File: src/rtl/bcd_alarm_clock_core.sv
// BCD HH:MM alarm clock core: time/alarm registers, set-mode editing and alarm ring FSM.
// Optional snooze support is compiled in when the SNOOZE_EN macro is defined.
module bcd_alarm_clock_core #(
    parameter int SEC_PER_MIN = 60,
    parameter int RING_MIN    = 5,
    parameter int SNOOZE_MIN  = 9
) (
    input  logic        clk,
    input  logic        rst_n,
    input  logic        sec_tick,
    input  logic        set_time,
    input  logic        set_alarm,
    input  logic        inc_hour,
    input  logic        inc_min,
    input  logic        alarm_en,
    input  logic        alarm_stop,
    input  logic        snooze,
    output logic [15:0] time_bcd,
    output logic [15:0] disp_bcd,
    output logic        alarm_ring,
    output logic        colon
);

    localparam int SEC_W   = (SEC_PER_MIN > 1) ? $clog2(SEC_PER_MIN) : 1;
    localparam int CNT_MAX = (RING_MIN > SNOOZE_MIN) ? RING_MIN : SNOOZE_MIN;
    localparam int CNT_W   = $clog2(CNT_MAX + 1);

    typedef enum logic [1:0] {
        ST_IDLE,
        ST_RINGING,
        ST_SNOOZED
    } alarm_state_e;

    function automatic logic [7:0] bcd_min_inc(input logic [7:0] m);
        if (m[3:0] == 4'd9) begin
            return (m[7:4] == 4'd5) ? 8'h00 : {m[7:4] + 4'd1, 4'h0};
        end
        return {m[7:4], m[3:0] + 4'd1};
    endfunction

    function automatic logic [7:0] bcd_hour_inc(input logic [7:0] h);
        if (h == 8'h23) begin
            return 8'h00;
        end
        if (h[3:0] == 4'd9) begin
            return {h[7:4] + 4'd1, 4'h0};
        end
        return {h[7:4], h[3:0] + 4'd1};
    endfunction

    logic [SEC_W-1:0] sec_q, sec_d;
    logic [15:0]      time_q, time_d;
    logic [15:0]      alarm_q, alarm_d;
    logic [15:0]      disp_q, disp_d;
    logic             colon_q, colon_d;
    logic             minute_roll;

    alarm_state_e     state_q;
    logic [CNT_W-1:0] cnt_q;
    logic             alarm_ring_q;

    always_comb begin
        // NOTE: every signal gets a default first so no path leaves it unassigned (no latch).
        sec_d       = sec_q;
        time_d      = time_q;
        alarm_d     = alarm_q;
        minute_roll = 1'b0;

        if (set_time) begin
            sec_d = '0;
            if (inc_hour) time_d[15:8] = bcd_hour_inc(time_q[15:8]);
            if (inc_min)  time_d[7:0]  = bcd_min_inc(time_q[7:0]);
        end else begin
            if (sec_tick) begin
                if (sec_q == SEC_W'(SEC_PER_MIN - 1)) begin
                    sec_d        = '0;
                    minute_roll  = 1'b1;
                    time_d[7:0]  = bcd_min_inc(time_q[7:0]);
                    if (time_q[7:0] == 8'h59) time_d[15:8] = bcd_hour_inc(time_q[15:8]);
                end else begin
                    sec_d = sec_q + 1'b1;
                end
            end
            // Alarm edits run alongside a still-ticking time of day.
            if (set_alarm) begin
                if (inc_hour) alarm_d[15:8] = bcd_hour_inc(alarm_q[15:8]);
                if (inc_min)  alarm_d[7:0]  = bcd_min_inc(alarm_q[7:0]);
            end
        end

        if (set_time || set_alarm) begin
            colon_d = 1'b1;
        end else begin
            colon_d = sec_tick ? ~colon_q : colon_q;
        end

        disp_d = (set_alarm && !set_time) ? alarm_d : time_d;
    end

    // NOTE: sequential state uses non-blocking assignments so all flops update together.
    always_ff @(posedge clk or negedge rst_n) begin
        if (!rst_n) begin
            sec_q   <= '0;
            time_q  <= 16'h0000;
            alarm_q <= 16'h0700;
            disp_q  <= 16'h0000;
            colon_q <= 1'b0;
        end else begin
            sec_q   <= sec_d;
            time_q  <= time_d;
            alarm_q <= alarm_d;
            disp_q  <= disp_d;
            colon_q <= colon_d;
        end
    end

    // cnt_q counts minute rollovers spent in RINGING or SNOOZED; it restarts on every entry.
    always_ff @(posedge clk or negedge rst_n) begin
        if (!rst_n) begin
            state_q      <= ST_IDLE;
            cnt_q        <= '0;
            alarm_ring_q <= 1'b0;
        end else begin
            case (state_q)
                ST_IDLE: begin
                    if (alarm_en && minute_roll && (time_d == alarm_q)) begin
                        state_q      <= ST_RINGING;
                        cnt_q        <= '0;
                        alarm_ring_q <= 1'b1;
                    end
                end
                ST_RINGING: begin
                    if (alarm_stop || !alarm_en) begin
                        state_q      <= ST_IDLE;
                        alarm_ring_q <= 1'b0;
`ifdef SNOOZE_EN
                    end else if (snooze) begin
                        state_q      <= ST_SNOOZED;
                        cnt_q        <= '0;
                        alarm_ring_q <= 1'b0;
`endif
                    end else if (minute_roll) begin
                        if (cnt_q == CNT_W'(RING_MIN - 1)) begin
                            state_q      <= ST_IDLE;
                            alarm_ring_q <= 1'b0;
                        end else begin
                            cnt_q <= cnt_q + 1'b1;
                        end
                    end
                end
                ST_SNOOZED: begin
`ifdef SNOOZE_EN
                    if (alarm_stop || !alarm_en) begin
                        state_q      <= ST_IDLE;
                        alarm_ring_q <= 1'b0;
                    end else if (minute_roll) begin
                        if (cnt_q == CNT_W'(SNOOZE_MIN - 1)) begin
                            state_q      <= ST_RINGING;
                            cnt_q        <= '0;
                            alarm_ring_q <= 1'b1;
                        end else begin
                            cnt_q <= cnt_q + 1'b1;
                        end
                    end
`else
                    state_q      <= ST_IDLE;
                    alarm_ring_q <= 1'b0;
`endif
                end
                default: begin
                    state_q      <= ST_IDLE;
                    alarm_ring_q <= 1'b0;
                end
            endcase
        end
    end

`ifndef SNOOZE_EN
    logic unused_snooze;
    assign unused_snooze = snooze;
`endif

    assign time_bcd   = time_q;
    assign disp_bcd   = disp_q;
    assign alarm_ring = alarm_ring_q;
    assign colon      = colon_q;

endmodule
File: config.mk
export PLATFORM = sky130hd
export DESIGN_NAME = bcd_alarm_clock_core
export DESIGN_NICKNAME = d
export VERILOG_FILES = /design/src/rtl/bcd_alarm_clock_core.sv
export SDC_FILE = /design/constraint.sdc
export NUM_CORES = 1
export LEC_CHECK = 0
export CORE_MARGIN = 8
export CORE_UTILIZATION = 55
export DETAILED_ROUTE_END_ITERATION = 10
export GPL_ROUTABILITY_DRIVEN = 0
export PLACE_DENSITY = 0.8
export SLEW_MARGIN = 20
export SYNTH_ARGS = -nofsm -noshare
export SYNTH_HDL_FRONTEND = slang
export SYNTH_SLANG_ARGS = --single-unit
File: constraint.sdc
create_clock -name clk -period 2.9 [get_ports clk]
set_input_delay 0.29 -clock clk [delete_from_list [all_inputs] [get_ports clk]]
set_output_delay 0.29 -clock clk [all_outputs]
set_load 0.01 [all_outputs]
# Yosys cells after proc, flatten, opt, wreduce, memory -nomap -nowiden
# Cells that the tools add are included.
[op_classes] addsub=10 n_eq_ne=19 mux=86 n_reduce_logical=13 bitwise=1
[ops] op="8-bit 2-to-1 mux" count=22
[ops] op="16-bit 2-to-1 mux" count=6
[ops] op="1-bit 2-to-1 mux" count=44
[ops] op="4-bit by 1-bit adder with 4-bit output, second input constant" count=9
[ops] op="6-bit 2-to-1 mux" count=3
[ops] op="16-bit equality test" count=1
[ops] op="4-bit equality test, second input constant" count=4
[ops] op="8-bit by 6-bit equality test with 1-bit output, second input constant" count=2
[ops] op="4-bit 2-to-1 mux" count=4
[ops] op="4-bit by 3-bit equality test with 1-bit output, second input constant" count=3
[ops] op="8-bit by 7-bit equality test with 1-bit output, second input constant" count=1
[ops] op="2-bit 2-to-1 mux" count=4
[ops] op="2-bit inequality test, second input constant" count=4
[ops] op="4-bit one-hot mux with 2 select lines" count=1
[ops] op="6-bit by 1-bit adder with 6-bit output, second input constant" count=1
[ops] op="6-bit equality test, second input constant" count=1
[ops] op="3-bit inequality test, second input constant" count=2
[ops] op="2-bit nonzero test" count=3
[ops] op="5-bit AND reduction" count=1
[ops] op="2-bit one-hot mux with 2 select lines" count=1
[ops] op="1-bit logical AND" count=3
[ops] op="3-bit AND reduction" count=1
[ops] op="2-bit by 1-bit equality test with 1-bit output, second input constant" count=1
[ops] op="1-bit zero test" count=2
[ops] op="other kinds (4)" count=5
[word_totals] output_inout_bits=34 word_cells=137 regBits=62

# Longest topological paths before layout
# Gate-level depths: netlist (run 1).
[logic_depth] word_depth=21 ltp_mapped=11 ltp_nobuf=10

# Worst setup path before layout (run 1)
# OpenSTA, ideal clock, no wires.
[synth_timing] path_type="reg2reg" startpoint="register time_q[1] (netlist: time_bcd[1])" endpoint="register cnt_q[0]" required_ns=2.776 n_path_buf=0 setup_ns=0.124 t_arrival_ns=2.324 slack_ns=0.452 path_stages_with_launch=9 period_less_slack_ns=2.448 path_cell_list="dfrtp_1 > nand4bb_2 > or4_4 > a311o_1 > a211oi_1 > o2111ai_1 > nor3_1 > and4_4 > o31ai_1"
[synth_between] elab_chain_len=13 elab_cells_between_ends=20
[synth_lines] item="start, declared" line="52" source="logic [15:0] time_q, time_d;"
[synth_lines] item="start signal, assigned" line="110" source="time_q <= time_d;"
[synth_lines] item="4-bit equality test" line="35" source="if (m[3:0] == 4'd9) begin"
[synth_lines] item="1-bit 2-to-1 mux" line="35"
[synth_lines] item="1-bit 2-to-1 mux" line="75" source="if (sec_q == SEC_W'(SEC_PER_MIN - 1)) begin"
[synth_lines] item="1-bit 2-to-1 mux" line="74" source="if (sec_tick) begin"
[synth_lines] item="1-bit 2-to-1 mux" line="69" source="if (set_time) begin"
[synth_lines] item="8-bit 2-to-1 mux" line="38" source="return {m[7:4], m[3:0] + 4'd1};"
[synth_lines] item="16-bit 2-to-1 mux" line="75"
[synth_lines] item="16-bit 2-to-1 mux" line="74"
[synth_lines] item="16-bit 2-to-1 mux (*)" line="69"
[synth_lines] item="16-bit equality test (*)" line="126" source="if (alarm_en && minute_roll && (time_d == alarm_q)) begin"
[synth_lines] item="1-bit logical AND (*)" line="126"
[synth_lines] item="2-bit inequality test (no source line) (*)"
[synth_lines] item="5-bit AND reduction (no source line) (*)"
[synth_lines] item="end signal, assigned" line="147" source="cnt_q <= cnt_q + 1'b1;"
[synth_lines] item="end, declared" line="59" source="logic [CNT_W-1:0] cnt_q;"
# Every way passes the cells marked *; elsewhere a longest branch is shown, timed or not. The select of a mux whose other input is x is not followed.
# A chain may end at the register's enable or synchronous reset.

# Worst setup path in the final report (run 1)
[layout_timing] startpoint="register time_q[5] (netlist: time_bcd[5])" endpoint="register cnt_q[0]"
[layout_between] elab_chain_len=11 elab_cells_between_ends=16
[layout_lines] item="4-bit by 1-bit adder with 4-bit output / 4-bit by 3-bit equality test with 1-bit output (equally long branches)" line="36" source="return (m[7:4] == 4'd5) ? 8'h00 : {m[7:4] + 4'd1, 4'h0};"
[layout_lines] item="8-bit 2-to-1 mux" line="36"
[layout_lines] item="8-bit 2-to-1 mux" line="35"
[layout_lines] item="8-bit 2-to-1 mux" line="38"
[layout_lines] item="16-bit 2-to-1 mux" line="75"
[layout_lines] item="16-bit 2-to-1 mux" line="74"
[layout_lines] item="16-bit 2-to-1 mux (*)" line="69"
[layout_lines] item="16-bit equality test (*)" line="126"
[layout_lines] item="1-bit logical AND (*)" line="126"
[layout_lines] item="2-bit inequality test (no source line) (*)"
[layout_lines] item="5-bit AND reduction (no source line) (*)"
# Marks and branches as above.

==> results of run 1 <==
==> critical path: cells and delay by family (launching register included) <==
family / cells / cell delay, ns
AND/OR/NAND/NOR: 4 / 1.21
flip-flops: 1 / 0.40
AO/OA/AOI/OAI: 4 / 0.72
buffers and inverters: 1 / 0.10
adder cells (fa/ha/maj): 1 / 0.19
==> per-layer routing <==
metal	global-route usage (%)	part of all wire (%)
met1	23.59	45
met2	31.81	48
met3	4.603	5.1
met4	7.412	1.8
met5	0	0
==> power by group <==
part / leakage, nW / total [mW] / switching [mW] / internal, mW
combinational: 1.08 / 1.41 / 0.687 / 0.720
sequential: 0.746 / 1.32 / 0.248 / 1.07
clock: 0.0848 / 0.621 / 0.302 / 0.319
total: 1.91 / 3.35 / 1.24 / 2.11
==> flip-flops by register name, indices dropped and copies added, names as in the netlist <==
name      count
alarm_q      16
disp_bcd     16
time_bcd     16
sec_q         6
cnt_q         4
colon         1
state_q       1
==> layout make-up <==
type	instances	area (µm²)
clock buffers	11	141.4
fillers	457	1772
well taps	75	93.84
flip-flops and latches	60	1505
repair buffers	61	560.5
inverters	18	67.56
clock inverters	3	15.01
multi-input cells	252	1765
==> worst paths after layout <==
kind | from | to | slack (ns) | cells after the start
min | alarm_q[7]$_DFF_PN0_ | alarm_q[7]$_DFF_PN0_ | 0.50 | 1
min in group asynchronous | rst_n | disp_bcd[9]$_DFF_PN0_ | 0.51 | 2
min reg2reg | alarm_q[7]$_DFF_PN0_ | alarm_q[7]$_DFF_PN0_ | 0.50 | 1
max | time_bcd[5]$_DFF_PN0_ | cnt_q[0]$_DFFE_PN0P_ | 0.15 | 10
max reg2reg | time_bcd[5]$_DFF_PN0_ | cnt_q[0]$_DFFE_PN0P_ | 0.15 | 10
max in group asynchronous | rst_n | alarm_q[8]$_DFF_PN1_ | 1.63 | 3
==> placed cells by master, fill, tap and decap left out, types with 6 or more instances in the layout <==
cell type,instances
buf_4,18
o31ai_1,6
ha_1,13
mux2_2,9
xnor2_1,19
nand2_1,41
xor2_1,15
dfrtp_1,57
nor2_1,26
nand3_1,11
clkbuf_8,10
o21ai_0,14
inv_1,18
a21oi_1,15
clkdlybuf4s50_1,41
nor2b_1,7
==> logic make-up after synthesis <==
logic type,count (synthesis),share of synthesized area (%)
xor+xnor,35,9.461
flops,60,44.46
buf+inv,30,3.400
compound gates,61,12.60
fa+ha+maj,13,4.804
simple gates,129,20.44
mux,14,4.841
==> stage by stage <==
step	TNS [ns]	setup slack [ns]
global route	0	0.01375
global placement	0	0.07787
floorplan	0	0.4517
CTS	0	0.1746
detailed placement	-0.01183	-0.01045
finish	0	0.1466
==> timing repair <==
| action | CTS | global route |
|---|---|---|
| hold buffers | 1 | 0 |
| setup buffers | 0 | 1 |
| endpoints found under the hold margin | 24 | 0 |
| setup endpoints to repair | 0 | 1 |
==> flow_metrics.env, run 1 <==
export IMPL_io_pins=44
export IMPL_core_area_mm2=0.005921
export IMPL_synth_edff_count=0
export IMPL_grt_use_total_pct=19.17
export IMPL_avgRoutedWirePerCell_um=17.11
export IMPL_antenna_found_initial=0
export IMPL_grt_pass1_wl_mm=13.50
export IMPL_syn_area_mm2=0.003386
export IMPL_rows=28
export IMPL_die_area_mm2=0.008923
export IMPL_cts_made_buffers=9
export IMPL_dp_hpwl_mm=6.076
export IMPL_hold_viol=0
export IMPL_period_needed_ns=2.753
export IMPL_critPathCaptureType="register"
export IMPL_route_detailed_drc=0
export IMPL_ir_worst_vdd_mv=0.4989
export IMPL_finClkSkew_ns=0.006966
export IMPL_num_vias=2809
export IMPL_power_per_cell_area_mw_per_mm2=807.2
export IMPL_nNetsFinal=425
export IMPL_initial_core_util_pct=57.19
export IMPL_maxSlewViolCount=0
export IMPL_antenna_left=0
export IMPL_async_reset_ff_share_pct=100.0
export IMPL_cap_violations=0
export IMPL_drt_iter0_markers=149
export IMPL_synth_warnings=0
export IMPL_cts_sinks=60
export IMPL_grt_max_degree=28
export IMPL_path_cells="inv_1 > ha_1 > nand3b_1 > or4_4 > a311o_1 > a211oi_1 > o2111ai_1 > nor3_1 > and4_4 > o31ai_1"
export IMPL_grt_ovfl_total=0
export IMPL_slew_limit_headroom_pct=58.42
export IMPL_start_kind="register"
export IMPL_synth_top_area_cell="dfrtp_1"
export IMPL_drt_pre_antenna_iters=4
export IMPL_ys_flop_type="dfrtp_1"
export IMPL_crit_type="register to register"
export IMPL_cts_tree="done"
export IMPL_max_stage_delay_ns=0.50
export IMPL_synth_distinct_cells=56
export IMPL_max_freq_ghz=0.3632
export IMPL_cp_max_fo=5
export IMPL_required_ns=3.11
export IMPL_vias_per_cell=5.852
export IMPL_synthTopCellsByArea="dfrtp_1 (42%), xnor2_1 (4.9%), ha_1 (4.8%)"
export IMPL_final_area_mm2=0.004149
export IMPL_crit_slowest_cell="or4_4"
export IMPL_area_growth_pct=22.54
export IMPL_netlist_area_leader_share_pct=42.13
export IMPL_wl_mm=8.212
export IMPL_placed_cell_area_mm2=0.003975
export IMPL_dieHeight_um=94.46
export IMPL_synth_top_cells_by_count="dfrtp_1 (57), nand2_1 (41), nor2_1 (26), xnor2_1 (19), inv_1 (18)"
export IMPL_grt_pass1_vias=2843
export IMPL_fp_dieW_um=94.46
export IMPL_rsz0062_at_grt="false"
export IMPL_layout_drive_gt1_share_pct=14.07
export IMPL_clk_path_buf_depth=2
export IMPL_report_final_setup_viol=0
export IMPL_yosysSeqAreaShare_pct=44.46
export IMPL_post_cts_resized=0
export IMPL_synth_most_common_cell="dfrtp_1"
export IMPL_holdWs_ns=0.5002
export IMPL_leakage_nw=1.913
export IMPL_fin_crit_sh_pct=94.95
export IMPL_hold_class="register to register"
export IMPL_worst_ep_arrival_time_ns=2.96
export IMPL_portBuffers=42
export IMPL_synth_seq_cells=60
export IMPL_fin_util_pct=70.08
export IMPL_synth_nets=365
export IMPL_clock_latency_ns=0.33
export IMPL_clk_pin_slew_ns=0.06
export IMPL_worst_pin_slew_ns=0.6236
export IMPL_p_total_mw=3.349
export IMPL_dp_cells=464
export IMPL_synthCells=342
export IMPL_cts_root_buf="clkbuf_8"
export IMPL_antenna_cells=0
export IMPL_status="finished clean"
export IMPL_cts_htree_levels=3
export IMPL_avgSynthCellArea_um2=9.900
export IMPL_stdcell_count=480
Note: power is estimated with default switching activity, not from simulation.
==> inputs of run 2 (changes only) <==
--- a/config.mk
+++ b/config.mk
@@ -9,7 +9,9 @@
 export CORE_UTILIZATION = 55
 export DETAILED_ROUTE_END_ITERATION = 10
 export GPL_ROUTABILITY_DRIVEN = 0
+export HOLD_SLACK_MARGIN = 0.03
 export PLACE_DENSITY = 0.8
+export SKIP_CTS_REPAIR_TIMING = 1
 export SLEW_MARGIN = 20
 export SYNTH_ARGS = -nofsm -noshare
 export SYNTH_HDL_FRONTEND = slang
==> run 2 against run 1 <==
Effect of this change: critical path type unchanged; final cell count did not move; cell area unchanged; highest routed layer unchanged; utilization unchanged.
==> flow_metrics.env, run 2 (synthesis gave the netlist of run 1 again) <==
export IMPL_max_freq_ghz=0.3633
export IMPL_crit_type="register to register"
export IMPL_reg2reg_to="cnt_q[0]$_DFFE_PN0P_"
export IMPL_cts_sinks=60
export IMPL_dieHeight_um=94.46
export IMPL_start_kind="register"
export IMPL_leakage_nw=1.913
export IMPL_cp_max_fo=5
export IMPL_die_area_mm2=0.008923
export IMPL_fp_dieW_um=94.46
export IMPL_hold_viol=0
export IMPL_crit_slowest_cell="or4_4"
export IMPL_register_area_mm2=0.001505
export IMPL_cts_tree="done"
export IMPL_final_common_cell="dfrtp_1"
export IMPL_clock_latency_ns=0.33
export IMPL_cap_violations=0
export IMPL_grt_pass1_wl_mm=13.50
export IMPL_dp_hpwl_mm=6.076
export IMPL_hold_class="register to register"
export IMPL_power_per_cell_area_mw_per_mm2=807.2
export IMPL_ir_worst_vdd_mv=0.4989
export IMPL_rsz0062_at_grt="false"
export IMPL_whs_endpoint="alarm_q[7]$_DFF_PN0_"
export IMPL_placed_cell_area_mm2=0.003975
export IMPL_finClkSkew_ns=0.007479
export IMPL_rows=28
export IMPL_io_pins=44
export IMPL_core_area_mm2=0.005921
export IMPL_path_cells="inv_1 > ha_1 > nand3b_1 > or4_4 > a311o_1 > a211oi_1 > o2111ai_1 > nor3_1 > and4_4 > o31ai_1"
export IMPL_wl_mm=8.175
export IMPL_clk_path_buf_depth=2
export IMPL_grt_ovfl_total=0
export IMPL_period_needed_ns=2.753
export IMPL_fin_crit_sh_pct=94.92
export IMPL_drt_pre_antenna_iters=5
export IMPL_area_growth_pct=22.54
export IMPL_layout_common_cells="dfrtp_1 (57), nand2_1 (41), clkdlybuf4s50_1 (41)"
export IMPL_tns_ns=0
export IMPL_antenna_found_initial=0
export IMPL_dp_cells=464
export IMPL_avgRoutedWirePerCell_um=17.03
export IMPL_route_detailed_drc=0
export IMPL_stdcell_count=480
export IMPL_max_stage_delay_ns=0.50
export IMPL_initial_core_util_pct=57.19
export IMPL_worst_pin_slew_ns=0.6197
export IMPL_crit_family="simple AND/OR/NAND/NOR gates"
export IMPL_maxSlewViolCount=0
export IMPL_worst_ep_arrival_time_ns=2.96
export IMPL_holdPathStages=1
export IMPL_crit_buf_inv=1
export IMPL_required_ns=3.11
export IMPL_hold_start="alarm_q[7]$_DFF_PN0_"
export IMPL_cts_htree_levels=3
export IMPL_final_area_mm2=0.004149
export IMPL_nNetsFinal=425
export IMPL_critPathCaptureType="register"
export IMPL_portBuffers=42
export IMPL_r2r_start="time_bcd[5]$_DFF_PN0_"
export IMPL_grt_max_degree=28
export IMPL_report_final_setup_viol=0
export IMPL_vias_per_cell=5.792
export IMPL_status="finished clean"
export IMPL_num_vias=2780
export IMPL_layout_drive_gt1_share_pct=14.07
export IMPL_grt_pass1_vias=2843
export IMPL_clk_pin_slew_ns=0.06
export IMPL_cts_root_buf="clkbuf_8"
export IMPL_antenna_cells=0
export IMPL_cp_num_cells=10
export IMPL_fillCellCount=460
export IMPL_multi_input_area_mm2=0.001765
export IMPL_fin_util_pct=70.08
export IMPL_rrSetupSlack_ns=0.15
export IMPL_drt_iter0_markers=146
export IMPL_cts_made_buffers=9
export IMPL_ff2ff_path_depth=10
export IMPL_antenna_left=0
export IMPL_grt_use_total_pct=19.17
export IMPL_slew_limit_headroom_pct=58.68
[run 2: cell counts in the layout (fill, tap and decap cells not counted)]
No cell type changed its count.
[run 2: stage by stage]
stage / setup WS, ns / hold WS [ns] / power, mW
after floorplan: 0.4517 / -0.005591 / 2.092
after global placement: 0.07787 / 0.3314 / 2.665
after detailed placement: -0.01045 / 0.3397 / 2.724
after CTS: 0.1746 / -0.02269 / 3.362
after global routing: 0.01375 / 0.5141 / 3.560
final: 0.1473 / 0.5002 / 3.349
[run 2: area by class of cell]
type,instances,area share (%)
Tap cell,75,2.262
Multi-Input combinational cell,252,42.55
Inverter,18,1.628
Clock buffer,11,3.408
Timing Repair Buffer,61,13.51
Clock inverter,3,0.3619
Sequential cell,60,36.28
[run 2: power by group]
group          switching [mW]  internal, mW
logic                   0.688         0.720
clock network           0.301         0.319
registers               0.248          1.07
[run 2: per-layer routing]
layer,global-route usage [%],routed length [µm]
met4,7.412,128
met5,0,0
met1,23.59,3633
met2,31.81,4015
met3,4.603,398
[run 2: worst reg2reg max path: stages, from the launching register on]
cell and delay (ns):
dfrtp_1 0.40, inv_1 0.10, ha_1 0.19, nand3b_1 0.21
or4_4 0.50, a311o_1 0.29, a211oi_1 0.20, o2111ai_1 0.15
nor3_1 0.20, and4_4 0.30, o31ai_1 0.08
[run 2: worst max path at each step]
stage / from / endpoint / slack (ns)
floorplan: time_bcd[1]$_DFF_PN0_ / cnt_q[0]$_DFFE_PN0P_ / 0.45
global placement: set_time / cnt_q[0]$_DFFE_PN0P_ / 0.08
detailed placement: set_time / cnt_q[0]$_DFFE_PN0P_ / -0.01
CTS: time_bcd[5]$_DFF_PN0_ / cnt_q[0]$_DFFE_PN0P_ / 0.17
global route: time_bcd[5]$_DFF_PN0_ / cnt_q[0]$_DFFE_PN0P_ / 0.01
finish: time_bcd[5]$_DFF_PN0_ / cnt_q[0]$_DFFE_PN0P_ / 0.15
